[src/rtl/slave_in_pkg.sv]
// rtl/slave_in_pkg.sv - shared state encoding, default widths and timeout for slave_in
package slave_in_pkg;

    typedef enum logic [2:0] {
        IDLE,
        SELECT,
        WAIT_CMD,
        RX_HEADER,
        RX_BEAT,
        WRITE_BEAT,
        READ_ISSUE
    } state_t;

    localparam int DEF_SLAVE_LEN = 2;
    localparam int DEF_ADDR_LEN  = 12;
    localparam int DEF_DATA_LEN  = 8;
    localparam int DEF_BURST_LEN = 12;

    localparam logic [DEF_SLAVE_LEN-1:0] DEF_SLAVE_ID = 2'b01;

    localparam int CMD_TIMEOUT = 16;
    localparam int TIMEOUT_W   = $clog2(CMD_TIMEOUT);

endpackage

[src/rtl/serial_deserializer.sv]
// rtl/serial_deserializer.sv - LSB-first serial-to-parallel shifter with bit count and done flag
module serial_deserializer #(
    parameter int WIDTH = 8,
    localparam int CW = $clog2(WIDTH + 1)
) (
    input  logic             clk,
    input  logic             reset,
    input  logic             clear,
    input  logic             shift_en,
    input  logic             bit_in,
    output logic [WIDTH-1:0] data,
    output logic             done
);

    logic [CW-1:0] count;

    // New bits enter at the MSB so the first bit received ends up in bit 0.
    always_ff @(posedge clk or negedge reset) begin
        if (!reset) begin
            data  <= '0;
            count <= '0;
            done  <= 1'b0;
        end else if (clear) begin
            data  <= '0;
            count <= '0;
            done  <= 1'b0;
        end else if (shift_en && !done) begin
            data  <= (data >> 1) | (WIDTH'(bit_in) << (WIDTH - 1));
            count <= count + CW'(1);
            done  <= (count == CW'(WIDTH - 1));
        end
    end

endmodule

[src/rtl/slave_in.sv]
// rtl/slave_in.sv - serial bus slave front end: select decode, header/data receive, write and read issue
module slave_in
    import slave_in_pkg::*;
#(
    parameter int                   SLAVE_LEN = DEF_SLAVE_LEN,
    parameter int                   ADDR_LEN  = DEF_ADDR_LEN,
    parameter int                   DATA_LEN  = DEF_DATA_LEN,
    parameter int                   BURST_LEN = DEF_BURST_LEN,
    parameter logic [SLAVE_LEN-1:0] SLAVE_ID  = SLAVE_LEN'(DEF_SLAVE_ID)
) (
    input  logic                 clk,
    input  logic                 reset,
    input  logic                 bus_grant,
    input  logic                 rx_slave_select,
    input  logic                 rx_address,
    input  logic                 rx_burst_number,
    input  logic                 rx_data,
    input  logic                 master_valid,
    input  logic                 write_en,
    input  logic                 read_en,
    output logic                 slave_ready,
    output logic [ADDR_LEN-1:0]  mem_addr,
    output logic [DATA_LEN-1:0]  mem_wdata,
    output logic                 mem_we,
    output logic                 read_req,
    output logic [BURST_LEN-1:0] read_burst,
    output logic                 rx_done
);

    state_t state, state_next;

    logic                 idle_skip;
    logic                 write_mode;
    logic                 hdr_first;
    logic                 burst_flag;
    logic                 data_armed;
    logic [TIMEOUT_W-1:0] wait_cnt;
    logic [BURST_LEN-1:0] beat_cnt;
    logic [BURST_LEN-1:0] beats_total;

    logic [SLAVE_LEN-1:0] sel_data;
    logic                 sel_done;
    logic [ADDR_LEN-1:0]  addr_data;
    logic                 addr_done;
    logic [BURST_LEN-1:0] burst_data;
    logic                 burst_done;
    logic [DATA_LEN-1:0]  wdata;
    logic                 data_done;

    logic                 sel_clear;
    logic                 hdr_clear;
    logic                 burst_shift;
    logic                 in_data;
    logic                 data_shift;
    logic                 header_ok;
    logic                 last_beat;
    logic [BURST_LEN-1:0] beats_hdr;
    logic                 we_go;
    logic                 rd_go;
    logic                 done_go;

    assign sel_clear   = (state != SELECT);
    assign hdr_clear   = (state == IDLE) || (state == WAIT_CMD);
    // The burst lane carries its flag on header cycle 0 and the count afterwards.
    assign burst_shift = (state == RX_HEADER) && !hdr_first && burst_flag;
    assign in_data     = ((state == RX_HEADER) && write_mode) || (state == RX_BEAT);
    assign data_shift  = in_data && data_armed;

    assign header_ok = addr_done && !hdr_first
                     && (!burst_flag || burst_done)
                     && (!write_mode || data_done);
    assign beats_hdr = (!burst_flag || (burst_data == '0)) ? BURST_LEN'(1) : burst_data;
    assign last_beat = (beat_cnt == beats_total - BURST_LEN'(1));

    serial_deserializer #(.WIDTH(SLAVE_LEN)) u_sel (
        .clk      (clk),
        .reset    (reset),
        .clear    (sel_clear),
        .shift_en (state == SELECT),
        .bit_in   (rx_slave_select),
        .data     (sel_data),
        .done     (sel_done)
    );

    serial_deserializer #(.WIDTH(ADDR_LEN)) u_addr (
        .clk      (clk),
        .reset    (reset),
        .clear    (hdr_clear),
        .shift_en (state == RX_HEADER),
        .bit_in   (rx_address),
        .data     (addr_data),
        .done     (addr_done)
    );

    serial_deserializer #(.WIDTH(BURST_LEN)) u_burst (
        .clk      (clk),
        .reset    (reset),
        .clear    (hdr_clear),
        .shift_en (burst_shift),
        .bit_in   (rx_burst_number),
        .data     (burst_data),
        .done     (burst_done)
    );

    serial_deserializer #(.WIDTH(DATA_LEN)) u_data (
        .clk      (clk),
        .reset    (reset),
        .clear    (!in_data),
        .shift_en (data_shift),
        .bit_in   (rx_data),
        .data     (wdata),
        .done     (data_done)
    );

    always_ff @(posedge clk or negedge reset) begin
        if (!reset) begin
            state <= IDLE;
        end else begin
            state <= state_next;
        end
    end

    always_comb begin
        state_next = state;
        done_go    = 1'b0;
        if (state != IDLE && !bus_grant) begin
            state_next = IDLE;
        end else begin
            case (state)
                IDLE: begin
                    if (bus_grant && idle_skip) state_next = SELECT;
                end
                SELECT: begin
                    if (sel_done) state_next = (sel_data == SLAVE_ID) ? WAIT_CMD : IDLE;
                end
                WAIT_CMD: begin
                    if (write_en || read_en) begin
                        state_next = RX_HEADER;
                    end else if (wait_cnt == TIMEOUT_W'(CMD_TIMEOUT - 1)) begin
                        state_next = IDLE;
                    end
                end
                RX_HEADER: begin
                    if (header_ok) state_next = write_mode ? WRITE_BEAT : READ_ISSUE;
                end
                RX_BEAT: begin
                    if (data_done) state_next = WRITE_BEAT;
                end
                WRITE_BEAT: begin
                    if (last_beat) begin
                        state_next = IDLE;
                        done_go    = 1'b1;
                    end else begin
                        state_next = RX_BEAT;
                    end
                end
                READ_ISSUE: state_next = IDLE;
                default:    state_next = IDLE;
            endcase
        end
    end

    // Pulses are registered on entry so they line up with the WRITE_BEAT / READ_ISSUE cycle.
    assign we_go = (state_next == WRITE_BEAT);
    assign rd_go = (state_next == READ_ISSUE);

    always_ff @(posedge clk or negedge reset) begin
        if (!reset) begin
            idle_skip   <= 1'b0;
            write_mode  <= 1'b0;
            hdr_first   <= 1'b0;
            burst_flag  <= 1'b0;
            data_armed  <= 1'b0;
            wait_cnt    <= '0;
            beat_cnt    <= '0;
            beats_total <= '0;
        end else begin
            idle_skip <= (state == IDLE) && bus_grant && !idle_skip;
            hdr_first <= (state == WAIT_CMD);
            wait_cnt  <= (state == WAIT_CMD) ? wait_cnt + TIMEOUT_W'(1) : '0;

            if (state == WAIT_CMD) begin
                write_mode <= write_en;
                burst_flag <= 1'b0;
                beat_cnt   <= '0;
            end else if (state == RX_HEADER && hdr_first) begin
                burst_flag <= rx_burst_number;
            end

            if (!in_data) begin
                data_armed <= 1'b0;
            end else if (master_valid) begin
                data_armed <= 1'b1;
            end

            if (state == RX_HEADER && header_ok) beats_total <= beats_hdr;
            if (state == WRITE_BEAT) beat_cnt <= beat_cnt + BURST_LEN'(1);
        end
    end

    always_ff @(posedge clk or negedge reset) begin
        if (!reset) begin
            slave_ready <= 1'b0;
            mem_addr    <= '0;
            mem_wdata   <= '0;
            mem_we      <= 1'b0;
            read_req    <= 1'b0;
            read_burst  <= '0;
            rx_done     <= 1'b0;
        end else begin
            slave_ready <= (state_next != IDLE) && (state_next != SELECT);
            mem_we      <= we_go;
            read_req    <= rd_go;
            rx_done     <= done_go;
            if (we_go) begin
                mem_addr  <= (state == RX_HEADER) ? addr_data : mem_addr + ADDR_LEN'(1);
                mem_wdata <= wdata;
            end
            if (rd_go) begin
                mem_addr   <= addr_data;
                read_burst <= beats_hdr;
            end
        end
    end

endmodule

[config.mk]
export PLATFORM = sky130hd
export DESIGN_NAME = slave_in
export DESIGN_NICKNAME = d
export VERILOG_FILES = /design/src/rtl/slave_in_pkg.sv /design/src/rtl/serial_deserializer.sv /design/src/rtl/slave_in.sv
export SDC_FILE = /design/constraint.sdc
export NUM_CORES = 1
export LEC_CHECK = 0
export BUFFER_PORTS_ARGS = -buffer_cell sky130_fd_sc_hd__buf_2
export CAP_MARGIN = 40
export CORE_ASPECT_RATIO = 2
export CORE_MARGIN = 1
export CORE_UTILIZATION = 30
export CTS_CLUSTER_DIAMETER = 80
export DETAILED_ROUTE_END_ITERATION = 6
export PLACE_DENSITY_LB_ADDON = 0.3
export SLEW_MARGIN = 20
export SYNTH_ARGS = -nofsm -noshare
export SYNTH_HDL_FRONTEND = slang
export SYNTH_SLANG_ARGS = --single-unit
[constraint.sdc]
create_clock -name clk -period 3.1 [get_ports clk]
set_input_delay 0.31 -clock clk [delete_from_list [all_inputs] [get_ports clk]]
set_output_delay 0.31 -clock clk [all_outputs]
set_load 0.03 [all_outputs]
==> flow_metrics.env, run 1 <==
export IMPL_first_iter_violations=228
export IMPL_number_of_synthesized_flops_with_an_enable_pin=0
export IMPL_final_design_area_no_fill_um2=7140
export IMPL_timing_slew_headroom=0.589
export IMPL_worst_hold_path_type="input port to register"
export IMPL_route_detailed_drc=0
export IMPL_worstReg2RegStart="beats_total[0]"
export IMPL_timing_critical_path_arrival_ns=2.91
export IMPL_maximum_fanout_along_the_worst_path=5
export IMPL_die_area_um2=20500
export IMPL_synthCells=616
export IMPL_syn_nets=634
export IMPL_vias_per_cell=4.89
export IMPL_setup_viol=0
export IMPL_critical_path_endpoint="state[2]"
export IMPL_finClkSkew_ns=0.00658
export IMPL_drv_max_cap_violation_count=0
export IMPL_gr_total_overflow=0
export IMPL_synthesized_area_per_cell_um2=9.70
export IMPL_synth_area_um2=5980
export IMPL_die_height_um=202
export IMPL_cts_root_buf="clkbuf_16"
export IMPL_cpMaxStageDelayCell="a2111oi_0"
export IMPL_crit_reg2reg_capture="state[2]"
export IMPL_total_power_w=0.00428
export IMPL_core_area_um2=19500
export IMPL_mostFrequentLayoutCells="124 x dfrtp_1, 119 x nand2_1, 48 x a21oi_1"
export IMPL_crit_start="beats_total[0]"
export IMPL_detailed_routing_iterations_pass_1=4
export IMPL_crit_chain="inv_1 -> ha_1 -> nand2b_1 -> or3_1 -> a2111oi_0 -> o32ai_1 -> nor4_1 -> nor3b_1"
export IMPL_place_congestion=0.862
export IMPL_grt_pass1_wl_um=23700
export IMPL_crit_path_max_incr_delay_ns=0.62
export IMPL_reg2regPathDepth=8
export IMPL_portBuffers=45
export IMPL_post_place_ws_ns=0.497
export IMPL_static_leakage_power_nw=3.34
export IMPL_num_nets_final=682
export IMPL_routedWlPerCell_um=15.1
export IMPL_cts_tree="built"
export IMPL_post_synth_num_cell_types=55
export IMPL_timing_worst_setup_path_type="register to register"
export IMPL_antenna_left=0
export IMPL_floorplan_initialDensity=0.307
export IMPL_cp_num_cells=8
export IMPL_num_fill_cells=1992
export IMPL_critPathTopFamily="simple AND/OR/NAND/NOR gates"
export IMPL_cp_required_ns=3.39
export IMPL_max_vdd_ir_drop_uv=276
export IMPL_crit_buf_inv=1
export IMPL_flow_area_growth_from_synthesis_pct=19.5
export IMPL_total_negative_setup_slack_ns=0
export IMPL_min_period_over_period=0.844
export IMPL_placementRows=72
export IMPL_final_common_cell="dfrtp_1"
export IMPL_multi_input_area_um2=2700
export IMPL_cts_buffers=17
export IMPL_first_global_vias=4715
export IMPL_ctsHtreeMaxLevel=4
export IMPL_slew_viol_final=0
export IMPL_crit_path_end_kind="register"
export IMPL_synth_async_sr_flop_share=1.00
export IMPL_placed_area_um2=6510
export IMPL_clk_latency_worst_skew_pair_ns=0.42
export IMPL_synth_yosys_seq_area_share=0.519
export IMPL_cts_path_max_buffers=2
export IMPL_worstSetupStartpointType="register"
export IMPL_cts_num_sinks=124
export IMPL_power_density_nw_per_um2=599
export IMPL_yosys_warnings=0
export IMPL_outcome="completed"
export IMPL_final_period_minus_worst_setup_slack_ns=2.62
export IMPL_grt_start_max_net_pins=96
export IMPL_boundaryPins=46
export IMPL_drt_total_wl_um=14100
export IMPL_antenna_found_initial=0
export IMPL_detailed_place_hpwl_um=10200
export IMPL_synthFlopType="dfrtp_1"
export IMPL_synth_seq_cells=124
export IMPL_num_vias=4559
export IMPL_antenna_cells=0
export IMPL_ff2ff_setup_slack_ns=0.48
export IMPL_register_area_um2=3100
export IMPL_rsz_0062_raised_after_global_routing="no"
export IMPL_achievable_frequency_ghz=0.382
export IMPL_chipWidth_um=102
export IMPL_path_clk_slew_ns=0.06
export IMPL_setup_ws_ns=0.485
export IMPL_grt_usage=0.152
export IMPL_worst_slew_pin_transition_ns=0.601
export IMPL_timing_final_hold_violations=0
export IMPL_drive_gt1_frac=0.193
## worst min path at each step
stage | start | slack, ns | endpoint | cells after the start
after floorplan | reset | 0.01 | beat_cnt[0] | 0
after global placement | reset | 0.26 | mem_addr[11] | 1
after detailed placement | reset | 0.27 | mem_addr[9] | 1
after CTS | rx_address | 0.11 | u_addr.data[11] | 3
after global routing | rx_address | 0.12 | u_addr.data[11] | 3
final | rx_address | 0.12 | u_addr.data[11] | 3
## routing by layer
layer,global-route usage,wire [um]
met1,0.158,5350
met2,0.273,7940
met3,0.0313,270
met4,0.0890,571
met5,0,0
## Yosys cell counts, types with 2 or more instances
cell      count  area share
nor2b_1       9      0.0094
nor3_1        7      0.0059
nand4b_1      2      0.0029
nor3b_1       4      0.0050
nand4_1       9      0.0094
nand2_1     119       0.075
xor2_1        9       0.013
or3_1         5      0.0052
o22ai_1       3      0.0031
nand3_1      23       0.019
xnor2_1      10       0.015
dfrtp_1     124        0.52
o31ai_1       3      0.0038
nor2_1       38       0.024
a31oi_1       4      0.0042
and2_1       13       0.014
o21ai_0      42       0.035
ha_1          8       0.017
mux2i_1       7       0.012
buf_2         3      0.0025
or2_2         2      0.0021
inv_1        11      0.0069
o32ai_1       2      0.0029
clkbuf_1     21       0.013
buf_6         2      0.0038
mux2_2       31       0.058
a41oi_1       2      0.0029
nand2b_1      6      0.0063
nand3b_1      4      0.0050
nor4_1        7      0.0073
and3_1       10       0.010
nor4b_1       2      0.0029
a21oi_1      48       0.040
buf_1         4      0.0025
and3b_1       2      0.0029
## cell type report
type | instances | area share
Clock inverter | 8 | 0.0196
Tap cell | 259 | 0.0454
Sequential cell | 124 | 0.434
Inverter | 12 | 0.00631
Clock buffer | 21 | 0.0673
Multi-Input combinational cell | 450 | 0.378
Timing Repair Buffer | 59 | 0.0487
## kinds of logic after synthesis
| kind of cell | after synthesis | share of synthesized area |
|---|---|---|
| AO/OA/AOI/OAI | 118 | 0.121 |
| XOR/XNOR | 19 | 0.0278 |
| adder cells (fa/ha/maj) | 8 | 0.0168 |
| buffers and inverters | 42 | 0.0295 |
| flip-flops | 124 | 0.519 |
| multiplexers | 38 | 0.0701 |
| AND/OR/NAND/NOR | 267 | 0.216 |
## sequential cells by signal (all words and copies together) (netlist names), 2 cells and up
register	cells
u_data.data	8
mem_wdata	8
u_burst.data	12
u_data.count	4
mem_addr	12
u_addr.count	4
state	3
u_addr.data	12
u_burst.count	4
beats_total	12
read_burst	12
u_sel.data	2
wait_cnt	4
beat_cnt	12
u_sel.count	2
## what timing repair did
| item | in CTS | in global routing |
|---|---|---|
| hold endpoints to repair | 29 | 0 |
| resized for setup | 0 | 0 |
| setup endpoints to repair | 0 | 0 |
| buffers inserted | 0 | 0 |
| hold buffers | 1 | 0 |
## worst register-to-register path: stages, from the launching register on
cell and delay, ns:
dfrtp_1 0.42, inv_1 0.08, ha_1 0.20, nand2b_1 0.15, or3_1 0.42, a2111oi_0 0.62, o32ai_1 0.21, nor4_1 0.30
nor3b_1 0.08
## report_power, final
group          leakage, nW  switching, W  total [W]  internal [W]
Combinational         1.31      0.000287   0.000414      0.000128
Sequential            1.71     0.0000803    0.00176       0.00168
Clock                0.310      0.000695    0.00211       0.00141
Total                 3.34       0.00106    0.00428       0.00321
## per-stage QoR
step,util,hold WS [ns],std cells
6_report,0.367,0.117,933
5_1_grt,0.367,0.119,933
4_1_cts,0.367,0.109,933
3_5_place_dp,0.335,0.273,903
3_3_place_gp,0.335,0.264,903
2_1_floorplan,-,0.0144,616
(Power assumes the default switching activity.)
==> inputs of run 2 (changes only) <==
==> constraint.sdc (replaced) <==
create_clock -name clk -period 2.65 [get_ports clk]
set_input_delay 0.265 -clock clk [delete_from_list [all_inputs] [get_ports clk]]
set_output_delay 0.265 -clock clk [all_outputs]
set_load 0.03 [all_outputs]
==> run 2 against run 1 <==
Against the previous run: power is 12% higher; sequential power is 16% higher; final area hardly changed; via count is 1.1% higher; sequential cell count stayed put; non-clock buffer count is 8 higher; register-to-register slack worse by 0.48 ns; critical path type unchanged; largest power group unchanged; highest routed layer unchanged.
==> flow_metrics.env, run 2 (synthesis results as in run 1) <==
export IMPL_crit_path_end_kind="register"
export IMPL_mostFrequentLayoutCells="124 x dfrtp_1, 119 x nand2_1, 48 x a21oi_1"
export IMPL_min_period_over_period=1.00
export IMPL_max_vdd_ir_drop_uv=314
export IMPL_placed_area_um2=6570
export IMPL_core_area_um2=19500
export IMPL_cts_num_sinks=124
export IMPL_portBuffers=45
export IMPL_cts_buffers=17
export IMPL_combinationalPowerShare=0.111
export IMPL_antenna_left=0
export IMPL_floorplan_initialDensity=0.307
export IMPL_gr_total_overflow=0
export IMPL_final_common_cell="dfrtp_1"
export IMPL_cp_required_ns=2.96
export IMPL_top_layer="met4"
export IMPL_met1_length_um=5400
export IMPL_crit_reg2reg_capture="slave_ready"
export IMPL_detailed_routing_iterations_pass_1=4
export IMPL_endpoint_of_the_worst_hold_timing_path="u_addr.data[11]"
export IMPL_power_density_nw_per_um2=671
export IMPL_final_design_area_no_fill_um2=7140
export IMPL_flow_area_growth_from_synthesis_pct=19.4
export IMPL_placementRows=72
export IMPL_maximum_fanout_along_the_worst_path=11
export IMPL_detailed_place_hpwl_um=10200
export IMPL_cts_path_max_buffers=2
export IMPL_grt_usage=0.149
export IMPL_met3_wirelength_um=320
export IMPL_cts_repair_timing_setup_buffer_count=0
export IMPL_worstReg2RegStart="beats_total[3]"
export IMPL_grt_start_max_net_pins=51
export IMPL_hold_path_stages=3
export IMPL_worst_slew_pin_transition_ns=0.635
export IMPL_cts_root_buf="clkbuf_16"
export IMPL_cts_tree="built"
export IMPL_timing_worst_setup_path_type="register to register"
export IMPL_die_height_um=202
export IMPL_ctsHtreeMaxLevel=4
export IMPL_power_internal_w=0.00354
export IMPL_switchingPower_w=0.00125
export IMPL_slew_viol_final=0
export IMPL_drv_max_cap_violation_count=0
export IMPL_num_fill_cells=2026
export IMPL_hold_start="rx_address"
export IMPL_routedWlPerCell_um=14.8
export IMPL_timing_slew_headroom=0.577
export IMPL_first_iter_violations=217
export IMPL_stdcell_count=943
export IMPL_clk_latency_worst_skew_pair_ns=0.42
export IMPL_final_util=0.367
export IMPL_worst_hold_path_type="input port to register"
export IMPL_setup_viol=0
export IMPL_ff2ff_setup_slack_ns=0.001
export IMPL_multi_input_area_um2=2700
export IMPL_num_nets_final=690
export IMPL_achievable_frequency_ghz=0.378
export IMPL_total_power_w=0.00479
export IMPL_reg2regPathDepth=6
export IMPL_drive_gt1_frac=0.194
export IMPL_finClkSkew_ns=0.00820
export IMPL_path_clk_slew_ns=0.06
export IMPL_clock_power_share=0.462
export IMPL_static_leakage_power_nw=3.33
export IMPL_chipWidth_um=102
export IMPL_place_congestion=0.841
export IMPL_first_global_vias=4802
export IMPL_register_area_um2=3100
export IMPL_final_period_minus_worst_setup_slack_ns=2.65
export IMPL_die_area_um2=20500
export IMPL_total_negative_setup_slack_ns=0
export IMPL_drt_total_wl_um=14000
export IMPL_worstSetupStartpointType="register"
export IMPL_boundaryPins=46
export IMPL_grt_pass1_wl_um=23700
export IMPL_placed_cells=911
export IMPL_timing_critical_path_arrival_ns=2.96
export IMPL_num_vias=4611
export IMPL_vias_per_cell=4.89
export IMPL_seq_power_share=0.426
export IMPL_outcome="completed"
export IMPL_netSwitchingFraction=0.261
export IMPL_antenna_cells=0
export IMPL_antenna_found_initial=0
export IMPL_route_detailed_drc=0
export IMPL_timing_final_hold_violations=0
export IMPL_wl_met2_um=7860
## run 2: metal layers
metal	vias up	track usage
met5	-	0
met3	23	0.0302
met4	0	0.0761
met2	68	0.270
li1	2245	-
met1	2275	0.158
## run 2: cell type report
class	instances	area share
well taps	259	0.0454
inverters	12	0.00631
clock buffers	25	0.0652
clock inverters	6	0.0124
multi-input cells	450	0.379
repair buffers	67	0.0572
flip-flops and latches	124	0.435
## run 2: worst max path at each step
stage | slack, ns | from | cells past startpoint | end
3_5_place_dp | 0.14 | beats_total[3] | 6 | slave_ready
4_1_cts | 0.12 | beats_total[3] | 6 | slave_ready
6_report | 0.001 | beats_total[3] | 6 | slave_ready
3_3_place_gp | 0.21 | beats_total[0] | 8 | state[2]
5_1_grt | -0.07 | beats_total[3] | 6 | slave_ready
2_1_floorplan | 0.39 | state[1] | 7 | read_burst[10]
## run 2: metrics by stage
stage	hold slack (ns)	setup slack, ns
6_report	0.0506	0.00103
5_1_grt	0.0902	-0.0656
4_1_cts	0.0447	0.115
3_5_place_dp	0.211	0.138
3_3_place_gp	0.207	0.207
2_1_floorplan	-0.0306	0.386
## run 2: timing repair
| item | CTS | global route |
|---|---|---|
| hold endpoints to repair | 25 | 0 |
| setup endpoints to repair | 0 | 2 |
| resized for setup | 0 | 1 |
| hold buffers | 1 | 0 |
## run 2: power by group through the flow
stage | Combinational, W | Clock (W) | Sequential, W
finish | 0.000533 | 0.00221 | 0.00204
global placement | 0.000535 | 0 | 0.00207
CTS | 0.000542 | 0.00226 | 0.00204
global route | 0.000596 | 0.00234 | 0.00205
floorplan | 0.000368 | 0 | 0.00204
detailed placement | 0.000537 | 0 | 0.00207
## run 2: worst max-delay path, cell delays in order (launching register included)
cell       delay (ns)
dfrtp_1          0.47
or4_4            0.57
nor4b_1          0.46
a2111oi_1        0.14
o32ai_1          0.50
nor4_1           0.10
a311oi_1         0.29
==> inputs of run 3 (changes only) <==
--- a/config.mk
+++ b/config.mk
@@ -12,7 +12,6 @@
 export CORE_UTILIZATION = 30
 export CTS_CLUSTER_DIAMETER = 80
 export DETAILED_ROUTE_END_ITERATION = 6
-export PLACE_DENSITY_LB_ADDON = 0.3
 export SLEW_MARGIN = 20
 export SYNTH_ARGS = -nofsm -noshare
 export SYNTH_HDL_FRONTEND = slang
==> run 3 against run 2 <==
Against the previous run: clock power is 4% higher; maximum frequency up 7.2%; critical endpoint unchanged; count of clock-buffer cells in the layout fell by 8; power is 1.6% higher; largest cell class unchanged; sequential cell count did not move; setup slack gained 0.18 ns; sequential power about the same; non-clock buffer count fell by 3; largest power group unchanged; combinational power is 2% lower; register-to-register slack gained 0.18 ns.
==> flow_metrics.env, run 3 (synthesis results as in run 1) <==
export IMPL_register_area_um2=3100
export IMPL_cts_num_sinks=124
export IMPL_critical_path_endpoint="slave_ready"
export IMPL_antenna_cells=0
export IMPL_max_vdd_ir_drop_uv=406
export IMPL_timing_worst_setup_path_type="register to register"
export IMPL_gr_total_overflow=0
export IMPL_multi_input_area_um2=2700
export IMPL_die_area_um2=20500
export IMPL_worst_slew_pin_transition_ns=0.685
export IMPL_ff2ff_setup_slack_ns=0.18
export IMPL_rsz_0062_raised_after_global_routing="no"
export IMPL_die_height_um=202
export IMPL_reg2regPathDepth=8
export IMPL_core_area_um2=19500
export IMPL_timing_slew_headroom=0.543
export IMPL_cts_repair_timing_setup_buffer_count=0
export IMPL_final_period_minus_worst_setup_slack_ns=2.47
export IMPL_worstReg2RegStart="beats_total[0]"
export IMPL_drt_total_wl_um=14300
export IMPL_outcome="completed"
export IMPL_finClkSkew_ns=0.0126
export IMPL_crit_reg2reg_capture="slave_ready"
export IMPL_cts_hold_fix_buffers=1
export IMPL_portBuffers=45
export IMPL_final_util=0.367
export IMPL_route_detailed_drc=0
export IMPL_placementRows=72
export IMPL_num_nets_final=687
export IMPL_cts_buffers=17
export IMPL_first_iter_violations=242
export IMPL_path_clk_slew_ns=0.06
export IMPL_timing_final_hold_violations=0
export IMPL_detailed_place_hpwl_um=10400
export IMPL_boundaryPins=46
export IMPL_first_global_vias=4783
export IMPL_floorplan_initialDensity=0.307
export IMPL_antenna_left=0
export IMPL_vias_per_cell=4.90
export IMPL_detailed_routing_iterations_pass_1=4
export IMPL_drv_max_cap_violation_count=0
export IMPL_static_leakage_power_nw=3.34
export IMPL_postCtsResizedCells=0
export IMPL_setup_viol=0
export IMPL_cp_required_ns=2.92
export IMPL_antenna_found_initial=0
export IMPL_crit_path_end_kind="register"
export IMPL_clk_latency_worst_skew_pair_ns=0.42
export IMPL_routedWlPerCell_um=15.2
export IMPL_crit_start="beats_total[0]"
export IMPL_mostFrequentLayoutCells="124 x dfrtp_1, 119 x nand2_1, 47 x a21oi_1"
export IMPL_cts_tree="built"
export IMPL_grt_usage=0.153
export IMPL_total_negative_setup_slack_ns=0
export IMPL_grt_pass1_wl_um=23900
export IMPL_final_common_cell="dfrtp_1"
export IMPL_maximum_fanout_along_the_worst_path=5
export IMPL_place_congestion=0.822
export IMPL_drive_gt1_frac=0.202
export IMPL_worst_hold_path_type="input port to register"
export IMPL_flow_area_growth_from_synthesis_pct=19.5
export IMPL_num_vias=4607
export IMPL_achievable_frequency_ghz=0.405
export IMPL_worstSetupStartpointType="register"
export IMPL_cts_path_max_buffers=2
export IMPL_timing_critical_path_arrival_ns=2.74
export IMPL_slew_viol_final=0
export IMPL_power_density_nw_per_um2=681
export IMPL_num_fill_cells=1986
export IMPL_grt_start_max_net_pins=62
export IMPL_cts_root_buf="clkbuf_16"
export IMPL_chipWidth_um=102
export IMPL_min_period_over_period=0.932
export IMPL_ctsHtreeMaxLevel=4
[run 3: worst min-delay path by stage]
stage / startpoint / to / depth (start not counted)
floorplan: reset / beat_cnt[0] / 0
global placement: reset / mem_wdata[6] / 1
detailed placement: reset / mem_wdata[6] / 1
CTS: rx_address / u_addr.data[11] / 3
global route: rx_address / u_addr.data[11] / 3
finish: rx_address / u_addr.data[11] / 3
[run 3: final cells by class]
class / instances / share of cell area
Multi-Input combinational cell: 450 / 0.378
Clock buffer: 17 / 0.0596
Timing Repair Buffer: 64 / 0.0539
Tap cell: 259 / 0.0454
Clock inverter: 15 / 0.0224
Inverter: 12 / 0.00631
Sequential cell: 124 / 0.434
[run 3: power breakdown]
group	switching [W]	leakage [nW]	internal [W]
Combinational	0.000356	1.34	0.000167
Sequential	0.0000801	1.71	0.00196
Clock	0.000902	0.285	0.00140
[run 3: layer usage]
layer  global-route usage  vias to the layer above  part of all wire
li1                     -                     2250                 -
met1                0.151                     2247              0.37
met2                0.282                       78              0.57
met3               0.0254                       32             0.022
met4               0.0999                        0             0.044
met5                    0                        -                 0
[run 3: worst max-delay path, stage by stage, from the launching register on]
cell and delay, ns:
dfrtp_1 0.42, inv_1 0.08, ha_1 0.22, nand2b_1 0.14
or3_1 0.38, a2111oi_0 0.55, o32ai_1 0.20, nor4_1 0.27
a311oi_1 0.08
[run 3: through the flow]
step / hold slack (ns) / instances / total power [W] / setup WS, ns / instance area, um^2
2_1_floorplan: -0.0306 / 616 / 0.00241 / 0.386 / 5980
4_1_cts: 0.0378 / 941 / 0.00494 / 0.205 / 7140
3_5_place_dp: 0.301 / 908 / 0.00261 / 0.206 / 6550
5_1_grt: 0.0486 / 941 / 0.00508 / 0.00557 / 7140
3_3_place_gp: 0.303 / 908 / 0.00260 / 0.263 / 6540
6_report: 0.0496 / 941 / 0.00486 / 0.180 / 7140
